[config.mk]
export PLATFORM = sky130hd
export DESIGN_NAME = satatx_scrambler_mw
export DESIGN_NICKNAME = d
export VERILOG_FILES = /design/src/rtl/satatx_scrambler_mw.sv
export SDC_FILE = /design/constraint.sdc
export NUM_CORES = 1
export LEC_CHECK = 0
export ABC_AREA = 1
export CORE_MARGIN = 1
export CORE_UTILIZATION = 60
export CTS_BUF_LIST = sky130_fd_sc_hd__clkbuf_8
export DETAILED_ROUTE_END_ITERATION = 8
export PLACE_DENSITY_LB_ADDON = 0.05
export SLEW_MARGIN = 20
export SYNTH_ARGS = -nofsm -noshare
export SYNTH_HDL_FRONTEND = slang
export SYNTH_SLANG_ARGS = --single-unit
[constraint.sdc]
create_clock -name S_AXI_ACLK -period 15.9 [get_ports S_AXI_ACLK]
set_input_delay 3.18 -clock S_AXI_ACLK [delete_from_list [all_inputs] [get_ports S_AXI_ACLK]]
set_output_delay 3.18 -clock S_AXI_ACLK [all_outputs]
set_load 0.005 [all_outputs]
[src/rtl/satatx_scrambler_mw.sv]
// SATA link-layer TX scrambler: XORs up to NWORDS 32-bit words per beat with the
// SATA LFSR sequence, one clock of latency, optional skid buffer on the input side.
module satatx_scrambler_mw #(
   parameter logic [15:0] POLYNOMIAL     = 16'ha011,
   parameter logic [15:0] INITIAL        = 16'hffff,
   parameter int          NWORDS         = 1,
   parameter bit          OPT_LOWPOWER   = 1'b1,
   parameter bit          OPT_SKIDBUFFER = 1'b0
) (
   input  logic                   S_AXI_ACLK,
   input  logic                   S_AXI_ARESET,
   input  logic                   i_abort,
   input  logic                   i_enable,
   input  logic                   S_AXIS_TVALID,
   output logic                   S_AXIS_TREADY,
   input  logic [32*NWORDS-1:0]   S_AXIS_TDATA,
   input  logic [NWORDS-1:0]      S_AXIS_TKEEP,
   input  logic                   S_AXIS_TLAST,
   input  logic                   S_AXIS_TUSER,
   output logic                   M_AXIS_TVALID,
   input  logic                   M_AXIS_TREADY,
   output logic [32*NWORDS-1:0]   M_AXIS_TDATA,
   output logic [NWORDS-1:0]      M_AXIS_TKEEP,
   output logic                   M_AXIS_TLAST,
   output logic                   M_AXIS_TUSER
);
   localparam int DW = 32 * NWORDS;
   localparam int CW = $clog2(NWORDS + 1);

   // Returns {fill after 32 shifts, 32 PRN bits LSB-first}.
   function automatic logic [47:0] lfsr_step32(input logic [15:0] fill_in);
      logic [15:0] f;
      logic [31:0] prn;
      f   = fill_in;
      prn = 32'h0000_0000;
      for (int k = 0; k < 32; k++) begin
         prn[k] = f[15];
         f      = {f[14:0], 1'b0} ^ (f[15] ? POLYNOMIAL : 16'h0000);
      end
      return {f, prn};
   endfunction

   logic [15:0]     fill_r;
   logic [15:0]     walk_s;
   logic [15:0]     fills_s [0:NWORDS];
   logic [31:0]     prn_s   [0:NWORDS-1];
   logic [CW-1:0]   keep_cnt_s;
   logic [15:0]     next_fill_s;
   logic            pass_s;
   logic [DW-1:0]   beat_data_s;

   logic            out_free_s;
   logic            s_ready_s;
   logic            accept_s;
   logic            in_to_out_s;
   logic            load_skid_s;
   logic            skid_to_out_s;

   logic            skid_valid_r;
   logic [DW-1:0]   skid_data_r;
   logic [NWORDS-1:0] skid_keep_r;
   logic            skid_last_r;
   logic            skid_user_r;

   logic            m_valid_r;
   logic [DW-1:0]   m_data_r;
   logic [NWORDS-1:0] m_keep_r;
   logic            m_last_r;
   logic            m_user_r;

   // Fill after 0..NWORDS kept words, plus the PRN block each word would use
   always_comb begin
      walk_s     = fill_r;
      fills_s[0] = fill_r;
      for (int i = 0; i < NWORDS; i++) begin
         {walk_s, prn_s[i]} = lfsr_step32(walk_s);
         fills_s[i + 1]     = walk_s;
      end
   end

   // Word count, selected next fill and the scrambled beat
   always_comb begin
      keep_cnt_s = {CW{1'b0}};
      for (int i = 0; i < NWORDS; i++) begin
         keep_cnt_s = keep_cnt_s + CW'(S_AXIS_TKEEP[i]);
      end
      next_fill_s = fills_s[keep_cnt_s];
      pass_s      = S_AXIS_TUSER || !i_enable;
      beat_data_s = {DW{1'b0}};
      for (int i = 0; i < NWORDS; i++) begin
         if (!S_AXIS_TKEEP[i] && OPT_LOWPOWER) begin
            beat_data_s[32*i +: 32] = 32'h0000_0000;
         end else if (pass_s) begin
            beat_data_s[32*i +: 32] = S_AXIS_TDATA[32*i +: 32];
         end else begin
            beat_data_s[32*i +: 32] = S_AXIS_TDATA[32*i +: 32] ^ prn_s[i];
         end
      end
   end

   // Handshake decode; the skid path only exists when OPT_SKIDBUFFER is set
   always_comb begin
      out_free_s = !m_valid_r || M_AXIS_TREADY;
      if (OPT_SKIDBUFFER) begin
         s_ready_s = !skid_valid_r && !i_abort;
      end else begin
         s_ready_s = !i_abort && out_free_s;
      end
      accept_s      = S_AXIS_TVALID && s_ready_s;
      in_to_out_s   = accept_s && out_free_s;
      load_skid_s   = OPT_SKIDBUFFER && accept_s && !out_free_s;
      skid_to_out_s = OPT_SKIDBUFFER && skid_valid_r && out_free_s;
   end

   // LFSR fill: reseed on reset, abort or an accepted TLAST beat
   always_ff @(posedge S_AXI_ACLK) begin
      if (S_AXI_ARESET) begin
         fill_r <= INITIAL;
      end else if (i_abort) begin
         fill_r <= INITIAL;
      end else if (accept_s && S_AXIS_TLAST) begin
         fill_r <= INITIAL;
      end else if (accept_s && !pass_s) begin
         fill_r <= next_fill_s;
      end else begin
         fill_r <= fill_r;
      end
   end

   // Skid entry holds an already-scrambled beat so the fill advances in acceptance order
   always_ff @(posedge S_AXI_ACLK) begin
      if (S_AXI_ARESET) begin
         skid_valid_r <= 1'b0;
         skid_data_r  <= {DW{1'b0}};
         skid_keep_r  <= {NWORDS{1'b0}};
         skid_last_r  <= 1'b0;
         skid_user_r  <= 1'b0;
      end else if (i_abort) begin
         skid_valid_r <= 1'b0;
      end else if (load_skid_s) begin
         skid_valid_r <= 1'b1;
         skid_data_r  <= beat_data_s;
         skid_keep_r  <= S_AXIS_TKEEP;
         skid_last_r  <= S_AXIS_TLAST;
         skid_user_r  <= S_AXIS_TUSER;
      end else if (skid_to_out_s) begin
         skid_valid_r <= 1'b0;
      end else begin
         skid_valid_r <= skid_valid_r;
      end
   end

   // Output register; payload only changes when the downstream can take it
   always_ff @(posedge S_AXI_ACLK) begin
      if (S_AXI_ARESET) begin
         m_valid_r <= 1'b0;
         m_data_r  <= {DW{1'b0}};
         m_keep_r  <= {NWORDS{1'b0}};
         m_last_r  <= 1'b0;
         m_user_r  <= 1'b0;
      end else if (i_abort || (!skid_to_out_s && !in_to_out_s && M_AXIS_TREADY)) begin
         m_valid_r <= 1'b0;
         if (OPT_LOWPOWER) begin
            m_data_r <= {DW{1'b0}};
            m_keep_r <= {NWORDS{1'b0}};
            m_last_r <= 1'b0;
            m_user_r <= 1'b0;
         end
      end else if (skid_to_out_s) begin
         m_valid_r <= 1'b1;
         m_data_r  <= skid_data_r;
         m_keep_r  <= skid_keep_r;
         m_last_r  <= skid_last_r;
         m_user_r  <= skid_user_r;
      end else if (in_to_out_s) begin
         m_valid_r <= 1'b1;
         m_data_r  <= beat_data_s;
         m_keep_r  <= S_AXIS_TKEEP;
         m_last_r  <= S_AXIS_TLAST;
         m_user_r  <= S_AXIS_TUSER;
      end else begin
         m_valid_r <= m_valid_r;
      end
   end

   assign S_AXIS_TREADY = s_ready_s;
   assign M_AXIS_TVALID = m_valid_r;
   assign M_AXIS_TDATA  = m_data_r;
   assign M_AXIS_TKEEP  = m_keep_r;
   assign M_AXIS_TLAST  = m_last_r;
   assign M_AXIS_TUSER  = m_user_r;

endmodule
==> results of run 1 <==
## kinds of logic (layout without fill, tap and decap cells)
group | count (synthesis) | in the layout
flops | 52 | 52
simple gates | 391 | 391
buf+inv | 82 | 154
compound gates | 86 | 86
xor+xnor | 30 | 30
## sequential cells by signal, summed over array words and instances (netlist names)
signal / count
M_AXIS_TUSER: 1
M_AXIS_TLAST: 1
fill_r: 16
M_AXIS_TVALID: 1
M_AXIS_TKEEP: 1
M_AXIS_TDATA: 32
## cell usage in the layout, fill, tap and decap left out, types with 3 or more instances in the layout
cell             instances
nand2_1                143
clkdlybuf4s50_1         77
nand4_1                  6
a21oi_1                 53
o221ai_1                 4
dfxtp_1                 52
clkbuf_8                 5
clkinv_1                 3
nor2_1                   6
xnor2_1                  6
o21ai_0                  3
xor2_1                  24
buf_4                    3
nand3b_1                11
or2_2                    5
nand3_1                107
nand2_4                 31
nand2_2                 34
o211ai_1                 6
inv_2                   16
o21bai_1                14
inv_1                   47
nand3_2                 37
nand3_4                  9
a21o_1                   3
## final cells by class
type / count / area share
Clock buffer: 5 / 0.01266
Clock inverter: 3 / 0.003913
Inverter: 66 / 0.04558
Multi-Input combinational cell: 507 / 0.5776
Sequential cell: 52 / 0.1915
Tap cell: 99 / 0.02279
Timing Repair Buffer: 80 / 0.1459
## metrics by stage
| stage | std cells | hold slack, ns | cell area (um^2) | util |
|---|---|---|---|---|
| 2_1_floorplan | 641 | 0.4546 | 4492 | - |
| 3_3_place_gp | 804 | 0.4507 | 5343 | 0.7366 |
| 3_5_place_dp | 804 | 0.4573 | 5345 | 0.7369 |
| 4_1_cts | 812 | 0.4731 | 5435 | 0.7494 |
| 5_1_grt | 812 | 0.4840 | 5435 | 0.7494 |
| 6_report | 812 | 0.4738 | 5435 | 0.7494 |
## worst max-delay path, stage by stage
cell	delay, ns
clkdlybuf4s50_1	0.45
inv_1	0.05
a21oi_1	0.18
clkdlybuf4s50_1	0.54
## worst max path at each step
stage	to	slack [ns]	depth (start not counted)
after floorplan	S_AXIS_TREADY	9.34	2
after global placement	S_AXIS_TREADY	8.37	4
after detailed placement	S_AXIS_TREADY	8.31	4
after CTS	S_AXIS_TREADY	8.31	4
after global routing	S_AXIS_TREADY	8.23	4
final	S_AXIS_TREADY	8.32	4
## per-layer routing
| layer | up-vias | track usage | wire length, um |
|---|---|---|---|
| li1 | 2280 | - | - |
| met1 | 2147 | 0.3982 | 5208 |
| met2 | 158 | 0.5776 | 6001 |
| met3 | 31 | 0.06437 | 813 |
| met4 | 0 | 0.1378 | 371 |
| met5 | - | 0 | 0 |
==> flow_metrics.env, run 1 <==
export IMPL_drv_cap=0
export IMPL_hold_viol=0
export IMPL_clockBufferDepth=2
export IMPL_area_delta_synth_final_pct=21.00
export IMPL_min_to="M_AXIS_TDATA[6]"
export IMPL_drt_initial_drc_count=240
export IMPL_synth_top_area_frac=0.2318
export IMPL_synthArstFlopShare=0
export IMPL_num_vias=4616
export IMPL_syn_area_mm2=0.004492
export IMPL_ant_nets=0
export IMPL_dp_hpwl_um=9709
export IMPL_seq_area_mm2=0.001041
export IMPL_portBuffers=77
export IMPL_cp_start_kind="primary input"
export IMPL_die_y_um=88.53
export IMPL_grt_pass1_vias=4490
export IMPL_diodes=0
export IMPL_viasPerCell=5.685
export IMPL_drc=0
export IMPL_synthTopCellsByArea="dfxtp_1 23%, nand2_1 12%, nand3_1 12%"
export IMPL_start_util=0.6193
export IMPL_critPathArrivalTime_ns=4.40
export IMPL_post_synth_num_cell_types=30
export IMPL_hold_path_class="reg -> reg"
export IMPL_cp_end_kind="output pin"
export IMPL_holdPathStages=2
export IMPL_syn_area_per_cell_um2=7.008
export IMPL_grt_first_pass_wirelength_um=20290
export IMPL_grt_max_degree=38
export IMPL_dieArea_mm2=0.007837
export IMPL_timing_reg2reg_setup_slack_ns=9.34
export IMPL_clk_pin_slew_ns=0.10
export IMPL_ys_flop_type="dfxtp_1"
export IMPL_hold_start="M_AXIS_TDATA[6]"
export IMPL_numCtsBuffers=5
export IMPL_slew_headroom=0.4236
export IMPL_multi_input_area_mm2=0.003139
export IMPL_wl_per_cell_um=15.26
export IMPL_overflow=0
export IMPL_grt_usage=0.3314
export IMPL_seq_area_frac_synth=0.2318
export IMPL_cts_repair_resized=0
export IMPL_synth_compound_gate_area_share=0.1145
export IMPL_cp_required_ns=12.72
export IMPL_yosysTopAreaCell="dfxtp_1"
export IMPL_routed_wl_um=12390
export IMPL_synth_seq_cells=52
export IMPL_skew_ns=0.01249
export IMPL_finalSetupTns_ns=0
export IMPL_ios=78
export IMPL_worstReg2RegStart="fill_r[15]"
export IMPL_crit_start="M_AXIS_TREADY"
export IMPL_holdBufCountCts=0
export IMPL_coreArea_mm2=0.007253
export IMPL_synthCells=641
export IMPL_antenna_found_initial=0
export IMPL_clock_latency_ns=0.32
export IMPL_gp_congestion=0.9572
export IMPL_tritoncts="yes"
export IMPL_status="finished, final reports clean"
export IMPL_cts_sinks=52
export IMPL_path_max_fanout=2
export IMPL_min_period_over_period=0.4764
export IMPL_finalSetupViolations=0
export IMPL_nets=753
export IMPL_synth_most_common_cell="nand2_1"
export IMPL_cts_setup_buffers=0
export IMPL_first_pass_iters=6
export IMPL_synthMuxAreaShare=0
export IMPL_synth_xor_area_frac=0.05850
export IMPL_tightest_slew_ns=0.8592
export IMPL_dp_slack_ns=8.309
export IMPL_ys_top_cells_by_count="144 x nand2_1, 107 x nand3_1, 53 x a21oi_1, 52 x dfxtp_1, 47 x inv_1"
export IMPL_synth_warnings=0
export IMPL_fillers=598
export IMPL_mappedNetlistNets=682
export IMPL_r2r_cells=52
export IMPL_rsz0062_at_grt="no"
export IMPL_synth_top_family_by_area="simple AND/OR/NAND/NOR gates"
export IMPL_clock_root_buffer="clkbuf_8"
export IMPL_synth_edf_count=0
export IMPL_rows=31
export IMPL_synth_adder_area_share=0
export IMPL_die_x_um=88.53
export IMPL_synthSimpleGateAreaFrac=0.5248
export IMPL_period_minus_slack_ns=7.575
export IMPL_r2r_end="fill_r[13]"
export IMPL_crit_type="in -> out"
export IMPL_timing_fmax_mhz=132.0
export IMPL_fin_ws_ns=8.325
export IMPL_htree_num_levels=2
export IMPL_post_route_cells_drive_above_1_share=0.2048
export IMPL_finalMaxSlewViolations=0
Power of run 1 is left out: the tool's default activity adds up to more than one toggle a clock period on the data nets, which glitch-free logic cannot reach.
==> run 2: changes to the inputs <==
--- a/config.mk
+++ b/config.mk
@@ -7,7 +7,7 @@
 export LEC_CHECK = 0
 export ABC_AREA = 1
 export CORE_MARGIN = 1
-export CORE_UTILIZATION = 60
+export CORE_UTILIZATION = 50
 export CTS_BUF_LIST = sky130_fd_sc_hd__clkbuf_8
 export DETAILED_ROUTE_END_ITERATION = 8
 export PLACE_DENSITY_LB_ADDON = 0.05
==> constraint.sdc (replaced) <==
create_clock -name S_AXI_ACLK -period 6.4 [get_ports S_AXI_ACLK]
set_input_delay 1.28 -clock S_AXI_ACLK [delete_from_list [all_inputs] [get_ports S_AXI_ACLK]]
set_output_delay 1.28 -clock S_AXI_ACLK [all_outputs]
set_load 0.005 [all_outputs]
==> run 2 against run 1 <==
Net effect: worst hold slack worse by 0.0026 ns; cell count is 3.4% higher; critical path type is now reg -> reg; die area is 20% higher; via count is 2.0% higher; critical endpoint is now fill_r[13]; final area is 9.2% higher.
==> flow_metrics.env, run 2 (same netlist as run 1, synthesis figures left out) <==
export IMPL_status="finished, final reports clean"
export IMPL_grt_usage=0.3009
export IMPL_grt_pass1_vias=4465
export IMPL_skew_ns=0.005356
export IMPL_portBuffers=77
export IMPL_gp_congestion=0.9719
export IMPL_largest_register_ffs=32
export IMPL_dieArea_mm2=0.009366
export IMPL_post_route_cells_drive_above_1_share=0.2582
export IMPL_cp_end_kind="flip-flop"
export IMPL_hold_viol=0
export IMPL_clock_root_buffer="clkbuf_8"
export IMPL_finalSetupViolations=0
export IMPL_tightest_slew_ns=0.8331
export IMPL_tritoncts="yes"
export IMPL_period_minus_slack_ns=6.019
export IMPL_worst_hold_slack_ns=0.4713
export IMPL_grt_max_degree=38
export IMPL_coreArea_mm2=0.008721
export IMPL_numCtsBuffers=5
export IMPL_worstReg2RegStart="fill_r[15]"
export IMPL_min_period_over_period=0.9405
export IMPL_finalSetupTns_ns=0
export IMPL_timing_fmax_mhz=166.1
export IMPL_clock_latency_ns=0.32
export IMPL_nets=772
export IMPL_critical_path_max_stage_delay_ns=0.42
export IMPL_dp_hpwl_um=11110
export IMPL_drt_initial_drc_count=236
export IMPL_cpMostUsedCell="nand2_4"
export IMPL_fillers=755
export IMPL_overflow=0
export IMPL_cp_slowest_cell="dfxtp_4"
export IMPL_cts_sinks=52
export IMPL_first_pass_iters=4
export IMPL_ios=78
export IMPL_layout_common_cells="136 x nand2_1, 97 x nand3_1, 77 x clkdlybuf4s50_1, 53 x a21oi_1, 49 x dfxtp_1"
export IMPL_viasPerCell=5.605
export IMPL_cp_required_ns=6.62
export IMPL_wl_per_cell_um=17.34
export IMPL_drc=0
export IMPL_clockBufferDepth=2
export IMPL_crit_end="fill_r[13]"
export IMPL_htree_num_levels=2
export IMPL_rows=34
export IMPL_start_util=0.5151
export IMPL_finalMaxSlewViolations=0
export IMPL_antenna_found_initial=0
export IMPL_cp_start_kind="flip-flop"
export IMPL_drv_cap=0
export IMPL_hold_path_class="reg -> reg"
export IMPL_die_y_um=96.78
export IMPL_grt_first_pass_wirelength_um=22710
export IMPL_area_delta_synth_final_pct=32.12
export IMPL_slew_headroom=0.4422
export IMPL_clk_pin_slew_ns=0.10
export IMPL_num_vias=4708
export IMPL_r2r_end="fill_r[13]"
export IMPL_diodes=0
export IMPL_crit_start="fill_r[15]"
export IMPL_ant_nets=0
export IMPL_crit_type="reg -> reg"
export IMPL_r2r_cells=53
export IMPL_critPathArrivalTime_ns=6.24
export IMPL_routed_wl_um=14560
export IMPL_path_max_fanout=8
export IMPL_die_x_um=96.78
export IMPL_layout_commonest_cell="nand2_1"
export IMPL_timing_reg2reg_setup_slack_ns=0.38
## run 2: cell types whose count changed in the layout (fill, tap and decap cells not counted), sizes merged
cell and delta:
buf +19, clkbuf +1, clkinv -1
## run 2: layer usage
layer | GRT usage | vias up | wire, um | part of all wire
li1 | - | 2338 | - | -
met1 | 0.3861 | 2158 | 6210 | 0.43
met2 | 0.4940 | 175 | 6908 | 0.47
met3 | 0.04697 | 37 | 906 | 0.062
met4 | 0.1401 | 0 | 539 | 0.037
met5 | 0 | - | 0 | 0
## run 2: cell type report
| type | count | area [um^2] | share of cell area |
|---|---|---|---|
| Tap cell | 108 | 135.1 | 0.02277 |
| Sequential cell | 52 | 1047 | 0.1765 |
| Clock inverter | 2 | 11.26 | 0.001898 |
| Multi-Input combinational cell | 507 | 3475 | 0.5855 |
| Inverter | 66 | 247.7 | 0.04175 |
| Clock buffer | 6 | 82.58 | 0.01392 |
| Timing Repair Buffer | 99 | 935.9 | 0.1577 |
## run 2: what timing repair did
action | 4_1_cts | 5_1_grt
setup endpoints to repair | 0 | 12
resized for setup | 0 | 65
hold buffers | 0 | 0
hold endpoints to repair | 0 | 0
buffers inserted | 0 | 16
## run 2: how the worst min path moves through the flow
stage,slack [ns],from,endpoint,cells past startpoint
after floorplan,0.45,fill_r[4],fill_r[4],2
after global placement,0.45,M_AXIS_TLAST,M_AXIS_TLAST,2
after detailed placement,0.46,M_AXIS_TDATA[17],M_AXIS_TDATA[17],2
after CTS,0.47,M_AXIS_TDATA[17],M_AXIS_TDATA[17],2
after global routing,0.49,M_AXIS_TDATA[19],M_AXIS_TDATA[19],2
final,0.47,M_AXIS_TDATA[5],M_AXIS_TDATA[5],2
## run 2: through the flow
step	area (um^2)	setup slack (ns)	utilization	instances
2_1_floorplan	4492	1.255	-	641
3_3_place_gp	5376	0.1625	0.6165	816
3_5_place_dp	5376	0.1214	0.6165	816
4_1_cts	5470	0.07351	0.6273	824
5_1_grt	5934	-0.06926	0.6805	840
6_report	5934	0.3806	0.6805	840
## run 2: worst max-delay path: cells and delay by family, from the launching register on
kind / cells / cell delay [ns]
DFF: 1 / 0.42
xor gates and xnor gates: 1 / 0.15
buffers and inverters: 3 / 0.21
and+or+nand+nor: 49 / 5.13
Power of run 2 is left out for the same reason.
==> RTL change: new RTL, settings of run 1 <==
Make the reset (`S_AXI_ARESET`) asynchronous in 3 clocked blocks.
--- a/src/rtl/satatx_scrambler_mw.sv
+++ b/src/rtl/satatx_scrambler_mw.sv
@@ -115,3 +115,3 @@
    // LFSR fill: reseed on reset, abort or an accepted TLAST beat
-   always_ff @(posedge S_AXI_ACLK) begin
+   always_ff @(posedge S_AXI_ACLK or posedge S_AXI_ARESET) begin
       if (S_AXI_ARESET) begin
@@ -130,3 +130,3 @@
    // Skid entry holds an already-scrambled beat so the fill advances in acceptance order
-   always_ff @(posedge S_AXI_ACLK) begin
+   always_ff @(posedge S_AXI_ACLK or posedge S_AXI_ARESET) begin
       if (S_AXI_ARESET) begin
@@ -153,3 +153,3 @@
    // Output register; payload only changes when the downstream can take it
-   always_ff @(posedge S_AXI_ACLK) begin
+   always_ff @(posedge S_AXI_ACLK or posedge S_AXI_ARESET) begin
       if (S_AXI_ARESET) begin
Function: differs if S_AXI_ARESET is asserted again (counterexample within 4 cycles, from zero or initial values and one cycle with S_AXI_ARESET high); with S_AXI_ARESET held inactive, the same outputs for 4 cycles.
==> RTL change against run 1 <==
Via count decreased by 1.5%. Synthesized area increased by 5.5%. Worst hold slack improved by 0.015 ns. Design area increased by 4.9%. Wire length increased by 0.21%. Critical endpoint unchanged. Synthesized cell count decreased by 4.5%. Sequential cell count unchanged. Worst setup slack improved by 0.033 ns. Critical path type unchanged. Die area increased by 5.4%.
Power is not shown: default switching activity piles up to over one toggle a cycle in this logic, so the estimate is an artifact.
==> RTL change: results (changes against run 1) <==
Parameter                              Value

Route
  Number of DRC markers in iteration 0    218 (-9.2%)
  Routed WL per cell    15.8 um (+3.3%)
  Top routing layer in use    met4
  Number of vias after detailed routing    4549 (-1.5%)
  Wire length the detailed router placed on met1    5310 um (+1.9%)
  WL met2    6060 um (+0.93%)
  Wire length reported by the detailed router    12400 um (+0.21%)
  Pre-Repair DR Iteration Count    5 (-1)
  Wire length on met3    658 um (-19%)
  Residual DRC    0 (unchanged)

Global route
  Vias in the first global route    4307 (-4.1%)
  Total global routing track utilization    0.311 (-0.0200)
  Largest net degree at the start of global routing    53 (+39%)
  Initial antenna violation count    0 (unchanged)
  First-pass GRT wire length    20800 um (+2.3%)

Place
  Placed Cells incl. Taps    780 (-3.0%)
  IO buf count    77 (unchanged)
  Minimum setup slack after placement    8.36 ns (+0.0548 ns)
  Half-perimeter wire length after detailed placement    9280 um (-4.4%)
  RD Place Congestion    0.873 (-8.8%)

Logic synthesis
  Post-synthesis sequential area ratio    0.279 (+0.0471)
  Synth top area cells    sky130_fd_sc_hd__dfrtp_1, sky130_fd_sc_hd__nand2_1, sky130_fd_sc_hd__nand3_1
  Number of warnings issued by yosys    0 (unchanged)
  Primary FF master, synth    sky130_fd_sc_hd__dfrtp_1
  Top cell types by occurrence after synthesis    sky130_fd_sc_hd__nand2_1, sky130_fd_sc_hd__nand3_1, sky130_fd_sc_hd__inv_1, sky130_fd_sc_hd__nand2_2, sky130_fd_sc_hd__dfrtp_1
  Net count after synthesis    653 (-4.3%)
  Proportion of synthesized flip-flops having asynchronous set or reset    1.00 (+1.00)
  Synth cell types    30 (unchanged)
  Number of instances in the synthesized netlist    612 (-4.5%)

Clocking
  CTS H-tree lvls    2 (unchanged)
  Register clock-pin slew on the reported worst setup and hold paths    0.10 ns (about the same)
  Cts bufs inserted    5 (unchanged)
  Cell chosen for the clock root    sky130_fd_sc_hd__clkbuf_8
  Maximum count of clock buffers along a single path    2 (unchanged)
  Clock latency at the later pin of the worst-skew pair    0.32 ns (about the same)
  Post CTS Setup Buffer Count    0 (unchanged)
  Number of gates given a new drive strength after cts    0 (unchanged)

Worst hold path
  Count of cells along the worst hold path    2 (unchanged)
  Class of the tightest hold or removal check    reg2reg

STA
  Max-Slew Margin vs Limit    0.286 (-0.138)
  Worst setup skew after layout    0.00953 ns (-0.00297 ns)

Critical path
  Largest driver fanout on the critical path    2 (unchanged)
  Number of cells on the worst reg-to-reg path    49 (-5.8%)

Cells and area
  Number of nets at the end of the flow    726 (-3.6%)
  Antenna diode count    0 (unchanged)
  FILL cells    631 (+5.5%)
  Fraction of layout instances using a drive strength above 1    0.238 (+0.0328)
  Number of flip-flops in the largest register    32 (unchanged)

Outcome
  Run status    finished, final reports clean
[RTL change: cell count changes after synthesis, sizes merged, moves of 12 or more]
cell,change
dfxtp,-52
a21oi,-40
dfrtp,+36
nand3,-24
a32o,+22
dfstp,+16
inv,+15
o21ai,+13
nand2,-12
[RTL change: kinds of logic after synthesis]
kind of cell / Yosys count / share of synthesized area
xor+xnor: 27 / 0.0499
compound gates: 78 / 0.119
flops: 52 / 0.279
buf+inv: 93 / 0.0742
simple gates: 362 / 0.478
[RTL change: per-layer routing]
metal	vias up	track usage
li1	2212	-
met1	2177	0.404
met2	135	0.534
met3	25	0.0311
met4	0	0.119
met5	-	0
[RTL change: cell type report]
type | count | area share
Tap cell | 102 | 0.0224
Sequential cell | 52 | 0.232
Timing Repair Buffer | 79 | 0.138
Clock inverter | 3 | 0.00483
Clock buffer | 5 | 0.0121
Inverter | 80 | 0.0533
Multi-Input combinational cell | 467 | 0.538
[RTL change: stage by stage]
step	hold WS, ns	area [um2]
after global placement	0.458	5600
after detailed placement	0.468	5600
final	0.489	5700
after CTS	0.500	5700
after floorplan	0.465	4740
after global routing	0.521	5700
[RTL change: path summary, 6_finish.rpt]
path	startpoint	to	slack [ns]
worst max-delay path	M_AXIS_TREADY	S_AXIS_TREADY	8.36
worst min-delay path	M_AXIS_TDATA[5]	M_AXIS_TDATA[5]	0.49
worst max register to register	fill_r[15]	fill_r[4]	9.96
worst min register to register	M_AXIS_TDATA[5]	M_AXIS_TDATA[5]	0.49
max in group asynchronous	S_AXI_ARESET	M_AXIS_TDATA[9]	12.01
min in group asynchronous	S_AXI_ARESET	M_AXIS_TUSER	3.34
[RTL change: worst max-delay path: stages]
cell                              delay [ns]
sky130_fd_sc_hd__clkdlybuf4s50_1        0.49
sky130_fd_sc_hd__nor2_1                 0.05
sky130_fd_sc_hd__nor2_1                 0.12
sky130_fd_sc_hd__clkdlybuf4s50_1        0.53
